File: src/rtl/cpu_pkg.sv
// -----------------------------------------------------------------------------
// cpu_pkg : shared widths and encodings for the 16-bit encryption CPU pipeline
// Rev 1.0
// -----------------------------------------------------------------------------
`default_nettype none

package cpu_pkg;

  localparam int DATA_W = 16;
  localparam int REG_W  = 4;

  typedef enum logic [1:0] {
    RES_ALU  = 2'b00,
    RES_LOAD = 2'b01,
    RES_PC2  = 2'b10
  } result_src_t;

  typedef enum logic [0:0] {
    IDLE = 1'b0,
    WAIT = 1'b1
  } mem_state_t;

endpackage

`default_nettype wire

File: src/rtl/mem_stage_if.sv
// -----------------------------------------------------------------------------
// mem_stage_if : data-memory req/ack bus between the memory stage and the RAM
// Rev 1.0
// -----------------------------------------------------------------------------
`default_nettype none

interface mem_stage_if;
  import cpu_pkg::*;

  logic              dmem_req;
  logic              dmem_we;
  logic [DATA_W-1:0] dmem_addr;
  logic [DATA_W-1:0] dmem_wdata;
  logic [DATA_W-1:0] dmem_rdata;
  logic              dmem_ack;

  modport master (
    output dmem_req, dmem_we, dmem_addr, dmem_wdata,
    input  dmem_rdata, dmem_ack
  );

  modport slave (
    input  dmem_req, dmem_we, dmem_addr, dmem_wdata,
    output dmem_rdata, dmem_ack
  );

endinterface

`default_nettype wire

File: src/rtl/MEM_WB_Reg.sv
// -----------------------------------------------------------------------------
// MEM_WB_Reg : MEM/WB pipeline register; a bubble clears only the control fields
// Rev 1.0
// -----------------------------------------------------------------------------
`default_nettype none

module MEM_WB_Reg
  import cpu_pkg::*;
(
  input  wire logic              clk,
  input  wire logic              rst,
  input  wire logic              bubble_i,
  input  wire logic              regWrite_i,
  input  wire logic [1:0]        resultSrc_i,
  input  wire logic [DATA_W-1:0] aluRes_i,
  input  wire logic [DATA_W-1:0] readData_i,
  input  wire logic [DATA_W-1:0] PCPlus2_i,
  input  wire logic [REG_W-1:0]  Rd_i,
  output logic                   regWrite_o,
  output logic [1:0]             resultSrc_o,
  output logic [DATA_W-1:0]      aluRes_o,
  output logic [DATA_W-1:0]      readData_o,
  output logic [DATA_W-1:0]      PCPlus2_o,
  output logic [REG_W-1:0]       Rd_o
);

  always_ff @(posedge clk) begin
    if (rst) begin
      regWrite_o  <= 1'b0;
      resultSrc_o <= 2'b00;
      aluRes_o    <= '0;
      readData_o  <= '0;
      PCPlus2_o   <= '0;
      Rd_o        <= '0;
    end else if (bubble_i) begin
      regWrite_o  <= 1'b0;
      resultSrc_o <= 2'b00;
    end else begin
      regWrite_o  <= regWrite_i;
      resultSrc_o <= resultSrc_i;
      aluRes_o    <= aluRes_i;
      readData_o  <= readData_i;
      PCPlus2_o   <= PCPlus2_i;
      Rd_o        <= Rd_i;
    end
  end

endmodule

`default_nettype wire

File: src/rtl/mem_stage.sv
// -----------------------------------------------------------------------------
// mem_stage : variable-latency data-memory access with pipeline stall and timeout
// Rev 1.0
// -----------------------------------------------------------------------------
`default_nettype none

module mem_stage
  import cpu_pkg::*;
#(
  parameter int         TIMEOUT  = 16,
  parameter logic [1:0] LOAD_SEL = 2'b01
) (
  input  wire logic              clk,
  input  wire logic              rst,
  input  wire logic              regWriteM,
  input  wire logic              memWriteM,
  input  wire logic [1:0]        resultSrcM,
  input  wire logic [DATA_W-1:0] aluResM,
  input  wire logic [DATA_W-1:0] writeDataM,
  input  wire logic [DATA_W-1:0] PCPlus2M,
  input  wire logic [REG_W-1:0]  RdM,
  mem_stage_if.master            dmem,
  output logic                   stallM,
  output logic                   mem_err,
  output logic                   regWriteW,
  output logic [1:0]             resultSrcW,
  output logic [DATA_W-1:0]      aluResW,
  output logic [DATA_W-1:0]      readDataW,
  output logic [DATA_W-1:0]      PCPlus2W,
  output logic [REG_W-1:0]       RdW
);

  localparam logic [0:0] ST_IDLE = IDLE;
  localparam logic [0:0] ST_WAIT = WAIT;
  localparam logic [7:0] C_LAST  = 8'(TIMEOUT - 1);

  logic [0:0]        state_q, state_d;
  logic [7:0]        cnt_q, cnt_d;
  logic [DATA_W-1:0] addr_q, addr_d;
  logic [DATA_W-1:0] wdata_q, wdata_d;
  logic              we_q, we_d;
  logic              err_q, err_d;

  logic              is_load, mem_op;
  logic              req_w, stall_w, pass_w, ld_done_w;
  logic [DATA_W-1:0] addr_w, wdata_w, rdata_w;
  logic              we_w;

  assign is_load = (resultSrcM == LOAD_SEL);
  assign mem_op  = memWriteM | is_load;

  always_comb begin
    state_d   = state_q;
    cnt_d     = cnt_q;
    addr_d    = addr_q;
    wdata_d   = wdata_q;
    we_d      = we_q;
    err_d     = err_q;
    req_w     = 1'b0;
    stall_w   = 1'b0;
    pass_w    = 1'b0;
    ld_done_w = 1'b0;
    addr_w    = aluResM;
    wdata_w   = writeDataM;
    we_w      = memWriteM;
    case (state_q)
      ST_IDLE: begin
        req_w = mem_op;
        if (mem_op && !dmem.dmem_ack) begin
          stall_w = 1'b1;
          state_d = ST_WAIT;
          cnt_d   = 8'd0;
          addr_d  = aluResM;
          wdata_d = writeDataM;
          we_d    = memWriteM;
        end else begin
          pass_w    = 1'b1;
          ld_done_w = is_load && dmem.dmem_ack;
        end
      end
      ST_WAIT: begin
        req_w   = 1'b1;
        addr_w  = addr_q;
        wdata_w = wdata_q;
        we_w    = we_q;
        if (dmem.dmem_ack) begin
          // Ack beats the timeout when both land in the same cycle.
          state_d   = ST_IDLE;
          pass_w    = 1'b1;
          ld_done_w = is_load;
        end else if (cnt_q == C_LAST) begin
          state_d = ST_IDLE;
          err_d   = 1'b1;
        end else begin
          stall_w = 1'b1;
          cnt_d   = cnt_q + 8'd1;
        end
      end
      default: state_d = ST_IDLE;
    endcase
  end

  always_ff @(posedge clk) begin
    if (rst) begin
      state_q <= ST_IDLE;
      cnt_q   <= 8'd0;
      addr_q  <= '0;
      wdata_q <= '0;
      we_q    <= 1'b0;
      err_q   <= 1'b0;
    end else begin
      state_q <= state_d;
      cnt_q   <= cnt_d;
      addr_q  <= addr_d;
      wdata_q <= wdata_d;
      we_q    <= we_d;
      err_q   <= err_d;
    end
  end

  assign dmem.dmem_req   = req_w & ~rst;
  assign dmem.dmem_we    = we_w;
  assign dmem.dmem_addr  = addr_w;
  assign dmem.dmem_wdata = wdata_w;
  assign stallM          = stall_w & ~rst;
  assign mem_err         = err_q;
  assign rdata_w         = ld_done_w ? dmem.dmem_rdata : readDataW;

  MEM_WB_Reg u_mem_wb (
    .clk         (clk),
    .rst         (rst),
    .bubble_i    (~pass_w),
    .regWrite_i  (regWriteM),
    .resultSrc_i (resultSrcM),
    .aluRes_i    (aluResM),
    .readData_i  (rdata_w),
    .PCPlus2_i   (PCPlus2M),
    .Rd_i        (RdM),
    .regWrite_o  (regWriteW),
    .resultSrc_o (resultSrcW),
    .aluRes_o    (aluResW),
    .readData_o  (readDataW),
    .PCPlus2_o   (PCPlus2W),
    .Rd_o        (RdW)
  );

endmodule

`default_nettype wire

File: src/flat_wrapper.sv
// flat-port wrapper written by rule: the top's interface ports become plain ports
module mem_stage_flat import cpu_pkg::*;
#(
  parameter int         TIMEOUT  = 16,
  parameter logic [1:0] LOAD_SEL = 2'b01
)
  (clk, rst, regWriteM, memWriteM, resultSrcM, aluResM, writeDataM, PCPlus2M, RdM, stallM, mem_err, regWriteW, resultSrcW, aluResW, readDataW, PCPlus2W, RdW, dmem_dmem_req, dmem_dmem_we, dmem_dmem_addr, dmem_dmem_wdata, dmem_dmem_rdata, dmem_dmem_ack);
  mem_stage_if dmem_i ();
  input  wire logic clk;
  input  wire logic rst;
  input  wire logic regWriteM;
  input  wire logic memWriteM;
  input  wire logic [1:0] resultSrcM;
  input  wire logic [DATA_W-1:0] aluResM;
  input  wire logic [DATA_W-1:0] writeDataM;
  input  wire logic [DATA_W-1:0] PCPlus2M;
  input  wire logic [REG_W-1:0] RdM;
  output logic stallM;
  output logic mem_err;
  output logic regWriteW;
  output logic [1:0] resultSrcW;
  output logic [DATA_W-1:0] aluResW;
  output logic [DATA_W-1:0] readDataW;
  output logic [DATA_W-1:0] PCPlus2W;
  output logic [REG_W-1:0] RdW;
  output wire logic [$bits(dmem_i.dmem_req)-1:0] dmem_dmem_req;
  output wire logic [$bits(dmem_i.dmem_we)-1:0] dmem_dmem_we;
  output wire logic [$bits(dmem_i.dmem_addr)-1:0] dmem_dmem_addr;
  output wire logic [$bits(dmem_i.dmem_wdata)-1:0] dmem_dmem_wdata;
  input wire logic [$bits(dmem_i.dmem_rdata)-1:0] dmem_dmem_rdata;
  input wire logic [$bits(dmem_i.dmem_ack)-1:0] dmem_dmem_ack;
  assign dmem_dmem_req = dmem_i.dmem_req;
  assign dmem_dmem_we = dmem_i.dmem_we;
  assign dmem_dmem_addr = dmem_i.dmem_addr;
  assign dmem_dmem_wdata = dmem_i.dmem_wdata;
  assign dmem_i.dmem_rdata = dmem_dmem_rdata;
  assign dmem_i.dmem_ack = dmem_dmem_ack;
  mem_stage #(.TIMEOUT(TIMEOUT), .LOAD_SEL(LOAD_SEL)) u_core (.clk(clk), .rst(rst), .regWriteM(regWriteM), .memWriteM(memWriteM), .resultSrcM(resultSrcM), .aluResM(aluResM), .writeDataM(writeDataM), .PCPlus2M(PCPlus2M), .RdM(RdM), .dmem(dmem_i), .stallM(stallM), .mem_err(mem_err), .regWriteW(regWriteW), .resultSrcW(resultSrcW), .aluResW(aluResW), .readDataW(readDataW), .PCPlus2W(PCPlus2W), .RdW(RdW));
endmodule
File: config.mk
export PLATFORM = sky130hd
export DESIGN_NAME = mem_stage_flat
export DESIGN_NICKNAME = d
export VERILOG_FILES = /design/src/rtl/cpu_pkg.sv /design/src/rtl/mem_stage_if.sv /design/src/rtl/MEM_WB_Reg.sv /design/src/rtl/mem_stage.sv /design/src/flat_wrapper.sv
export SDC_FILE = /design/constraint.sdc
export NUM_CORES = 1
export LEC_CHECK = 0
export ABC_AREA = 0
export CAP_MARGIN = 20
export CELL_PAD_IN_SITES_DETAIL_PLACEMENT = 2
export CELL_PAD_IN_SITES_GLOBAL_PLACEMENT = 2
export CORE_UTILIZATION = 23
export DETAILED_ROUTE_END_ITERATION = 10
export GPL_ROUTABILITY_DRIVEN = 0
export GPL_TIMING_DRIVEN = 1
export PLACE_DENSITY = 0.81
export SLEW_MARGIN = 20
export SYNTH_ARGS = -nofsm -noshare
export SYNTH_HDL_FRONTEND = slang
export SYNTH_SLANG_ARGS = --single-unit
File: constraint.sdc
create_clock -name clk -period 2.25 [get_ports clk]
set_clock_uncertainty 0.1 [all_clocks]
set_input_delay 0.5625 -clock clk [delete_from_list [all_inputs] [get_ports clk]]
set_output_delay 0.5625 -clock clk [all_outputs]
set_load 0.01 [all_outputs]
# After elaboration in Yosys (flattened, before gate mapping)
# Index checks and enable logic that the tools add are counted.
# classes
add_sub_neg,1
mul,0
n_div,0
n_lt_le_gt_ge,0
eq_ne,5
n_shift,0
muxes,18
bitwise,7
reduce_logical,8
# ops
operator,count
$mux W16,2
$mux W8,3
$pmux W8 S2,1
$add A8 B1 Y8 const B,1
$eq A8 B4 Y1 const B,1
$mux W1,8
$pmux W1 S2,4
$reduce_and A3 Y1,2
$ne A2 B2 Y1 const B,2
$not A1 Y1,4
$reduce_and A2 Y1,2
$and A1 B1 Y1,2
$eq A2 B1 Y1 const B,1
$logic_and A1 B1 Y1,2
$ne A2 B1 Y1 const B,1
$reduce_or A2 Y1,1
$logic_not A1 Y1,1
$or A1 B1 Y1,1
# word_totals
register_bits,98
latch_bits,0
ram_bits,0
romBits,0
inputBits,75
output_inout_bits,91
memories,0

# Depth between registers and ports, before layout
# Gate-level depths: netlist (run 1).
# logic_depth
ltp_word,7
depth_mapped,7
mapped_depth_nobuf,5

# By module
# A second synthesis (run 1) with hierarchy kept.
# hier_totals
cells_unflattened,442
area_unflattened_um2,4229.1
# modules_own_cells
module,instances,cells_per_inst,area_per_inst_um2,seq_area_each_um2
mem_stage,1,267,2279.7,860.8
MEM_WB_Reg,1,175,1949.4,1101.1

# Worst setup path before layout (run 1)
# Ideal clock, no wire load.
# synth_path
path_type,input to output
startpoint,input port memWriteM
endpoint,output port stallM
arrival_ns,1.429
required_time_ns,1.587
path_slack_ns,0.159
cell_stages,4
path_buffers,2
cell_sequence,clkbuf_1 -> o31ai_4 -> buf_2 -> nor3_1
# synth_between
elab_chain_len,5
# synth_lines
item,line,source
"start, declared",flat_wrapper.sv:12,input wire logic memWriteM;
$or A1 B1 Y1,mem_stage.sv:50,assign mem_op = memWriteM | is_load;
$logic_and A1 B1 Y1,mem_stage.sv:69,if (mem_op && !dmem.dmem_ack) begin
$mux W1,mem_stage.sv:69,
$pmux W1 S2,mem_stage.sv:66,case (state_q)
$and A1 B1 Y1,mem_stage.sv:125,assign stallM = stall_w & ~rst;
"end, declared",flat_wrapper.sv:18,output logic stallM;
# No other way between the ends.

# Worst setup path after layout (run 1)
# layout_path
startpoint,register u_core.state_q
endpoint,output port dmem_dmem_addr[12]
# layout_between
elab_chain_len,1
# layout_lines
item,line,source
"start, declared",mem_stage.sv:37,"logic [0:0] state_q, state_d;"
"start signal, assigned",mem_stage.sv:112,state_q <= state_d;
$mux W16,mem_stage.sv:66,
"end, declared",flat_wrapper.sv:28,output wire logic [$bits(dmem_i.dmem_addr)-1:0] dmem_dmem_addr;
# No other way between the ends.

==> flow_results.org, run 1 <==
** Run status
- The flow ran to the end, but the final reports show violations.
- The checks that failed: negative setup slack.

** Yosys
- For this run, the number of Yosys warnings is 0.
- Register bit count reported by yosys :: 98
- Sorting the synthesized cells by area gives the leading types as sky130_fd_sc_hd__dfxtp_1 (50%), sky130_fd_sc_hd__nand2_1 (16%), sky130_fd_sc_hd__a21oi_1 (11%).
- Yosys mapped the design onto 36 distinct sky130hd cell types.
- Mapped Nets :: 559
- After synthesis the cells add up to ~3900 um^2.
- The cell count after synthesis came out at 483.
- Each instance of the synthesized netlist takes up on average approximately 8.2 um^2.
- Of all cell types, the one taking the most synthesized area is sky130_fd_sc_hd__dfxtp_1.
- Fraction of synthesized cell area taken by the top area cell type :: 0.497
- Sequential area share after synthesis :: 0.497

** Critical path
- Critical-path cell list :: bufbuf_16 > mux2_2 > dlygate4sd2_1
- Critical path class :: reg2out
- Of all nets on the critical path, the largest fanout is 11.
- For the worst setup path, the data arrival time is approximately 1.6 ns.
- Delay of the slowest cell on the worst path :: 0.38 ns
- Cell with the largest stage delay on the worst path :: sky130_fd_sc_hd__dfxtp_4
- Crit path launch type :: flop
- Required time of the critical path :: 1.59 ns
- Capturing element type of the critical path :: primary output

** Cells and area
- The layout has ~1.8k filler cells.
- Area growth from synthesis to final layout :: 64.1%
- Fraction of final layout cells with drive strength greater than 1 :: 0.192
- Number of nets in the finished design :: 749
- Antenna diode count :: 0

** Power and ir drop
- For this design the ratio of total power to cell area is ~670 nW/um^2.
- After layout, the design draws a total of about 4400 uW.
- In this run the static leakage power is 0.00251 uW.
- Maximum vdd drop :: a little under 400 uV

** Drt
- The first routing iteration left 59 violations.
- Total wire length after detailed routing :: 14.9 mm
- Using the TritonRoute via totals, the vias-per-cell ratio works out to between 4 and 5.
- The count of nets left with antenna violations once routing finished came out at 0.
- The pre-antenna-repair detailed-routing pass consisted of 4 iterations.
- Number of vias after detailed routing :: 4079
- After detailed routing, the number of remaining DRC violations is 0.
- Wire length per cell after detailed routing :: 16.6 um

** STA
- For this run, the top clock speed supported by timing is between 400 and 500 MHz.
- Final hold violation count :: 0
- Setup violations remaining at the end of the flow were counted as 11.
- Final critical path time including I/O delays and setup :: 2.28 ns
- The count of final max-slew check failures came to 0.
- In the post-route analysis, the smallest setup slack over all paths is -0.0347 ns.
- Final worst path period share :: 1.02
- The worst pin sits at a relative slew slack of 0.654.
- At the pin with the least slew margin, the transition time is 0.520 ns.
- RSZ-0062 raised after global routing :: true

** Floorplanning
- Number of I/O pins :: 166
- After floorplanning, the core was divided into 47 placement rows.
- Chip Height :: 133 um
- Die Span X :: around 130 um
- Core region area :: roughly 17000 um^2
- The die covers 17700 um^2.
- Initial standard-cell utilization of the core :: 0.237

** Min path
- Min-delay worst type :: reg2reg

** Clock tree
- Clock latency on the worst-skew pair :: ~0.35 ns
- Clock-pin slew reported for the worst setup and hold paths after clock tree synthesis :: 0.07 ns
- CTS Root Cell :: sky130_fd_sc_hd__clkbuf_16
- In this run the deepest clock path goes through 2 buffers.
- TritonCTS built the clock tree.
- Number of sinks handled by clock tree synthesis :: 98
- The H-tree was split into 3 levels.
- Num CTS Buffers :: 9

** Placed design
- In this run the tool buffered the top-level ports with 165 buffer cells.
- Detailed placement HPWL :: 10.9 mm
- Prior to clock tree synthesis, the placed netlist has a worst setup slack of -0.668 ns.

** Job
- Max-cap violations in this run came to 0.

** GRT
- Total routing usage reported by global routing :: 0.171
- The number of antenna violations at the first check in global routing came to 0.
- Number of global-route vias before repair :: 4583
- The first global-routing pass estimated ~24 mm of wire.
- The total overflow left after global routing is 0.
- Entering global routing, the biggest net connects 46 pins.
-- stage by stage --
step	utilization	std cells	hold WS, ns	instance area [um^2]	TNS [ns]
after floorplan	-	483	0.333	3940	0
after global placement	0.369	877	0.338	6140	-13.78
after detailed placement	0.369	877	0.345	6140	-17.41
after CTS	0.387	896	0.354	6440	-0.875
after global routing	0.389	898	0.369	6470	-1.04
final	0.389	898	0.350	6470	-0.339
-- cells in the final DEF (no fill, tap or decap), types with 2 or more instances in the layout --
cell type and count:
sky130_fd_sc_hd__o21ai_0 4, sky130_fd_sc_hd__nand2b_1 2, sky130_fd_sc_hd__dlygate4sd2_1 16, sky130_fd_sc_hd__nor2_1 10
sky130_fd_sc_hd__a31oi_1 2, sky130_fd_sc_hd__buf_4 41, sky130_fd_sc_hd__nand2_1 171, sky130_fd_sc_hd__inv_6 2
sky130_fd_sc_hd__clkdlybuf4s50_1 125, sky130_fd_sc_hd__buf_12 7, sky130_fd_sc_hd__mux2_2 33, sky130_fd_sc_hd__clkinv_2 2
sky130_fd_sc_hd__buf_2 12, sky130_fd_sc_hd__clkbuf_2 4, sky130_fd_sc_hd__clkbuf_16 10, sky130_fd_sc_hd__o31ai_1 2
sky130_fd_sc_hd__dfxtp_1 95, sky130_fd_sc_hd__clkdlybuf4s15_1 5, sky130_fd_sc_hd__and2_1 4, sky130_fd_sc_hd__a21oi_1 90
sky130_fd_sc_hd__nor3_2 2, sky130_fd_sc_hd__or3_1 3, sky130_fd_sc_hd__clkdlybuf4s15_2 2, sky130_fd_sc_hd__dfxtp_2 2
sky130_fd_sc_hd__inv_1 2, sky130_fd_sc_hd__bufinv_16 2, sky130_fd_sc_hd__nand3_1 4
-- state kept, by name (all words and copies together), names as in the netlist --
signal / flops
u_core.cnt_q: 8
u_core.u_mem_wb.PCPlus2_o: 16
u_core.u_mem_wb.Rd_o: 4
u_core.mem_err: 1
u_core.u_mem_wb.regWrite_o: 1
u_core.u_mem_wb.aluRes_o: 16
u_core.state_q: 1
u_core.we_q: 1
u_core.u_mem_wb.resultSrc_o: 2
u_core.addr_q: 16
u_core.u_mem_wb.readData_o: 16
u_core.wdata_q: 16
-- final timing paths --
| kind | start | to | slack (ns) | cells past startpoint |
|---|---|---|---|---|
| worst max-delay path | u_core.state_q | dmem_dmem_addr[12] | -0.03 | 3 |
| worst min-delay path | u_core.u_mem_wb.Rd_o[1] | u_core.u_mem_wb.Rd_o[1] | 0.35 | 2 |
| worst max register to register | u_core.cnt_q[1] | u_core.cnt_q[6] | 0.37 | 6 |
| worst min register to register | u_core.u_mem_wb.Rd_o[1] | u_core.u_mem_wb.Rd_o[1] | 0.35 | 2 |
-- Yosys cell counts --
master and n:
sky130_fd_sc_hd__a21oi_1 90, sky130_fd_sc_hd__a22oi_1 1, sky130_fd_sc_hd__a31oi_1 2, sky130_fd_sc_hd__a41oi_1 1
sky130_fd_sc_hd__and2_1 4, sky130_fd_sc_hd__and4_1 1, sky130_fd_sc_hd__buf_1 2, sky130_fd_sc_hd__buf_2 17
sky130_fd_sc_hd__clkbuf_1 16, sky130_fd_sc_hd__dfxtp_1 98, sky130_fd_sc_hd__ha_1 1, sky130_fd_sc_hd__inv_1 2
sky130_fd_sc_hd__mux2_2 33, sky130_fd_sc_hd__nand2_1 171, sky130_fd_sc_hd__nand2b_1 2, sky130_fd_sc_hd__nand3_1 4
sky130_fd_sc_hd__nand3_2 1, sky130_fd_sc_hd__nand3b_1 1, sky130_fd_sc_hd__nand4_1 1, sky130_fd_sc_hd__nand4b_1 1
sky130_fd_sc_hd__nor2_1 10, sky130_fd_sc_hd__nor2b_1 2, sky130_fd_sc_hd__nor3_1 3, sky130_fd_sc_hd__nor3_4 1
sky130_fd_sc_hd__o21a_1 1, sky130_fd_sc_hd__o21ai_0 4, sky130_fd_sc_hd__o21ai_1 1, sky130_fd_sc_hd__o22ai_1 1
sky130_fd_sc_hd__o31a_1 1, sky130_fd_sc_hd__o31ai_1 2, sky130_fd_sc_hd__o31ai_4 1, sky130_fd_sc_hd__o32ai_1 1
sky130_fd_sc_hd__or2_2 1, sky130_fd_sc_hd__or2b_1 1, sky130_fd_sc_hd__or3_1 3, sky130_fd_sc_hd__or4_4 1
-- cell type report --
cell class                      instances  area [um^2]  area share
Clock inverter                          6         87.6      0.0135
Clock buffer                           10          239      0.0369
Sequential cell                        98         1970       0.304
Inverter                                2         7.51     0.00116
Tap cell                              220          275      0.0425
Multi-Input combinational cell        348         1840       0.285
Timing Repair Buffer                  214         2050       0.317
-- critical path: cells and delay by family, from the launching register on --
| family | cells | cell delay, ns |
|---|---|---|
| buf+inv | 2 | 0.56 |
| flops | 1 | 0.38 |
| mux | 1 | 0.33 |
-- cell families after synthesis --
group	Yosys count	synth area share
buffers and inverters	37	0.0406
adders and majority gates	1	0.00317
muxes	33	0.0942
AOI/OAI and AO/OA	106	0.145
DFF	98	0.497
and+or+nand+nor	208	0.220
-- power by group --
part / switching [uW] / internal [uW] / total [uW] / leakage, uW
combinational: 352 / 424 / 776 / 0.00154
clock: 699 / 1010 / 1710 / 0.000163
sequential: 49.0 / 1820 / 1870 / 0.000805
total: 1100 / 3260 / 4360 / 0.00251
-- per-layer routing --
| metal | global-route usage | vias to the layer above | wire length, um |
|---|---|---|---|
| li1 | - | 1981 | - |
| met2 | 0.317 | 112 | 7720 |
| met5 | 0 | - | 0 |
| met3 | 0.0433 | 11 | 755 |
| met1 | 0.189 | 1975 | 6280 |
| met4 | 0.0498 | 0 | 180 |
-- timing repair --
action                     4_1_cts  5_1_grt
resized for setup               86       14
hold endpoints to repair         0        0
gates cloned                     1        1
hold buffers                     0        0
setup buffers                    3        1
setup endpoints to repair       35       16
pin swaps                        3        0
Note: power is estimated with default switching activity, not from simulation.
==> inputs of run 2 (changes only) <==
--- a/config.mk
+++ b/config.mk
@@ -9,11 +9,11 @@
 export CAP_MARGIN = 20
 export CELL_PAD_IN_SITES_DETAIL_PLACEMENT = 2
 export CELL_PAD_IN_SITES_GLOBAL_PLACEMENT = 2
-export CORE_UTILIZATION = 23
+export CORE_UTILIZATION = 25
 export DETAILED_ROUTE_END_ITERATION = 10
 export GPL_ROUTABILITY_DRIVEN = 0
 export GPL_TIMING_DRIVEN = 1
-export PLACE_DENSITY = 0.81
+export PLACE_DENSITY = 0.87
 export SLEW_MARGIN = 20
 export SYNTH_ARGS = -nofsm -noshare
 export SYNTH_HDL_FRONTEND = slang
==> constraint.sdc (replaced) <==
create_clock -name clk -period 2.9 [get_ports clk]
set_clock_uncertainty 0.1 [all_clocks]
set_input_delay 0.725 -clock clk [delete_from_list [all_inputs] [get_ports clk]]
set_output_delay 0.725 -clock clk [all_outputs]
set_load 0.01 [all_outputs]
==> flow_results.org, run 2 (same netlist as run 1, synthesis figures left out) <==
** Run status
- The flow ran to the end, and the final reports show no timing, DRC or antenna violations.

** STA
- For the pin with the worst max-slew slack, the measured transition is 0.980 ns.
- Of the available clock period, the critical path in the final layout requires 0.967.
- Setup repair after global routing left no endpoint under its margin.
- Setup violations remaining at the end of the flow were counted as 0.
- Setup slack on the critical path of the routed design comes to 0.0947 ns.
- The routed design could run at a clock period as short as 2.81 ns.
- The number of hold violations in the final report came to 0.
- Timing would allow up to 356 MHz.
- The tightest hold path in the finished design has a slack of 0.357 ns.
- Headroom to the max-slew limit :: 0.347
- Number of slew-limit violations in the final report :: 0

** Floorplanning
- Number of core rows :: 45
- Chip Height :: 128 um
- Number of I/O pins :: 166
- The initial utilization of the core area, before any placement, comes to 0.258.
- Die Span X :: around 130 um
- The core region is roughly 15000 um^2.
- Area of the die :: 16300 um^2

** Clock tree
- Htree depth :: 3
- CTS Root Cell :: sky130_fd_sc_hd__clkbuf_16
- Num CTS Buffers :: 9
- For this design, the sink count on the clock tree is just under 100.
- For the worst-skew pair, the clock arrives at the later sink with an insertion delay of 0.35 ns.
- Number of buffers added for setup after CTS :: 0
- CTS tree :: done
- Buffers inserted to repair hold after CTS numbered 0.
- Clock-pin slew reported for the worst setup and hold paths after clock tree synthesis :: 0.07 ns
- CTS max path bufs :: 2

** Power and ir drop
- Of the total power, the share spent switching nets is 0.261.
- Standby leakage power :: between 0.002 and 0.0025 uW
- For this design the total switching power over the nets is roughly 850 uW.
- In this run the power density over the cells is 528 nW/um^2.
- Combinational share of power :: 0.181
- Cell internal power was estimated by the tool at 2400 uW.
- VDD sags by at most 261 uV.
- Of the total power, registers draw 0.446.
- After layout, the design draws a total of about 3300 uW.
- Fraction of power consumed by the clock network :: 0.373

** Placed design
- Prior to clock tree synthesis, the placed netlist has a worst setup slack of -0.349 ns.
- Input/output buffers :: 165
- Post-Place Cells :: roughly 840
- Detailed placement finished with a half-perimeter wire length of about 10 mm.

** Cells and area
- In the layout the commonest cells are sky130_fd_sc_hd__nand2_1 (171), sky130_fd_sc_hd__clkdlybuf4s50_1 (161), sky130_fd_sc_hd__dfxtp_1 (97).
- For this run, the share of the core covered by cells in the final layout is 0.402.
- Number of nets in the finished design :: approximately 710
- Leaving out fill and tap cells, the most frequent cell in the layout is sky130_fd_sc_hd__nand2_1.
- Antenna diode count :: 0
- Area growth from synthesis to final layout :: 56.2%
- Fill cells in the final layout number 1735.
- Fraction of final layout cells with drive strength greater than 1 :: 0.117
- Once layout is complete, the cells apart from fillers number 854.

** Critical path
- Capturing element type of the critical path :: primary output
- Required time of the critical path :: 2.08 ns
- R2r worst-path depth :: 5
- R2R Path Start :: u_core.state_q
- Reg2reg setup slack :: roughly 0.99 ns
- The worst setup path is launched from a primary input.
- FF-to-FF End :: u_core.cnt_q[3]
- The worst setup path is of the in2out kind.
- Data on the critical path arrives at its endpoint at 1.98 ns.
- Highest net fanout along the worst path :: 3

** Drt
- After detailed routing, the average wire length per cell comes to 17.0 um.
- Wires add up to approximately 15 mm.
- For this run, design rule violations remaining after detail routing come to 0.
- The first detailed-routing pass ran for 4 iterations.
- Violation count after the first detailed-routing iteration :: between 100 and 150
- In this run the remaining antenna-violating nets after routing total 0.
- Via-to-Cell Ratio :: between 4 and 5
- Number of vias after detailed routing :: between 3k and 4k

** Min path
- Worst min-delay path endpoint :: u_core.u_mem_wb.aluRes_o[0]
- Number of cells traversed by the worst hold path :: 2
- The worst hold path begins at u_core.u_mem_wb.aluRes_o[0].
- Min-delay worst type :: reg2reg

** GRT
- Total routing usage reported by global routing :: 0.184
- For this run the aggregate overflow at the end of global routing stands at 0.
- The via count of the first global-routing pass came to about 4.6k.
- The first global-routing pass estimated 23.2 mm of wire.
- Pin count of the biggest net entering global routing :: about 90
- The number of antenna violations at the first check in global routing was 0.

** Job
- Across the run, the number of max-cap violations was 0.
## run 2: changes by cell type in the layout (fill, tap and decap cells not counted), moves of 4 or more
| cell | before | now |
|---|---|---|
| sky130_fd_sc_hd__buf_12 | 7 | 3 |
| sky130_fd_sc_hd__clkdlybuf4s50_1 | 125 | 161 |
| sky130_fd_sc_hd__dlygate4sd2_1 | 16 | 1 |
| sky130_fd_sc_hd__buf_2 | 12 | 1 |
| sky130_fd_sc_hd__buf_4 | 41 | 12 |
| sky130_fd_sc_hd__clkbuf_2 | 4 | 0 |
| sky130_fd_sc_hd__clkdlybuf4s15_1 | 5 | 0 |
| sky130_fd_sc_hd__clkinvlp_4 | 0 | 5 |
## run 2: metal layers
| layer | share of wire | track usage |
|---|---|---|
| met1 | 0.40 | 0.193 |
| met2 | 0.52 | 0.348 |
| met3 | 0.067 | 0.0599 |
| met4 | 0.012 | 0.0519 |
| met5 | 0 | 0 |
## run 2: worst max-delay path, cell delays in order
cell                              delay (ns)
sky130_fd_sc_hd__clkdlybuf4s50_1        0.46
sky130_fd_sc_hd__mux2_2                 0.28
sky130_fd_sc_hd__clkdlybuf4s50_1        0.51
## run 2: power by group through the flow
stage               sequential, uW  clock [uW]  combinational (uW)
floorplan                     1490           0                 223
global placement              1480           0                 574
detailed placement            1480           0                 597
CTS                           1450        1260                 601
global route                  1460        1300                 639
finish                        1450        1210                 587
## run 2: worst max path at each step
stage,from,to,slack [ns],cells past startpoint
CTS,resultSrcM[0],stallM,0.02,6
finish,aluResM[0],dmem_dmem_addr[0],0.09,3
global placement,resultSrcM[0],stallM,-0.25,6
floorplan,memWriteM,stallM,0.48,4
global route,resultSrcM[0],dmem_dmem_req,0.02,6
detailed placement,resultSrcM[0],stallM,-0.35,6
## run 2: cell type report
cell class	count	area [um^2]	share of cell area
multi-input cells	348	1840	0.299
flip-flops and latches	98	1960	0.319
clock buffers	10	229	0.0372
inverters	2	7.51	0.00122
well taps	211	264	0.0429
repair buffers	179	1790	0.290
clock inverters	6	67.6	0.0110
## run 2: repair_timing
item,4_1_cts,5_1_grt
setup endpoints to repair,2,2
gates resized for setup,5,4
pin swaps,0,0
## run 2: through the flow
stage / instance area (um^2) / TNS, ns
final: 6160 / 0
after global routing: 6160 / 0
after CTS: 6150 / 0
after detailed placement: 5850 / -0.574
after global placement: 5850 / -0.444
after floorplan: 3940 / 0
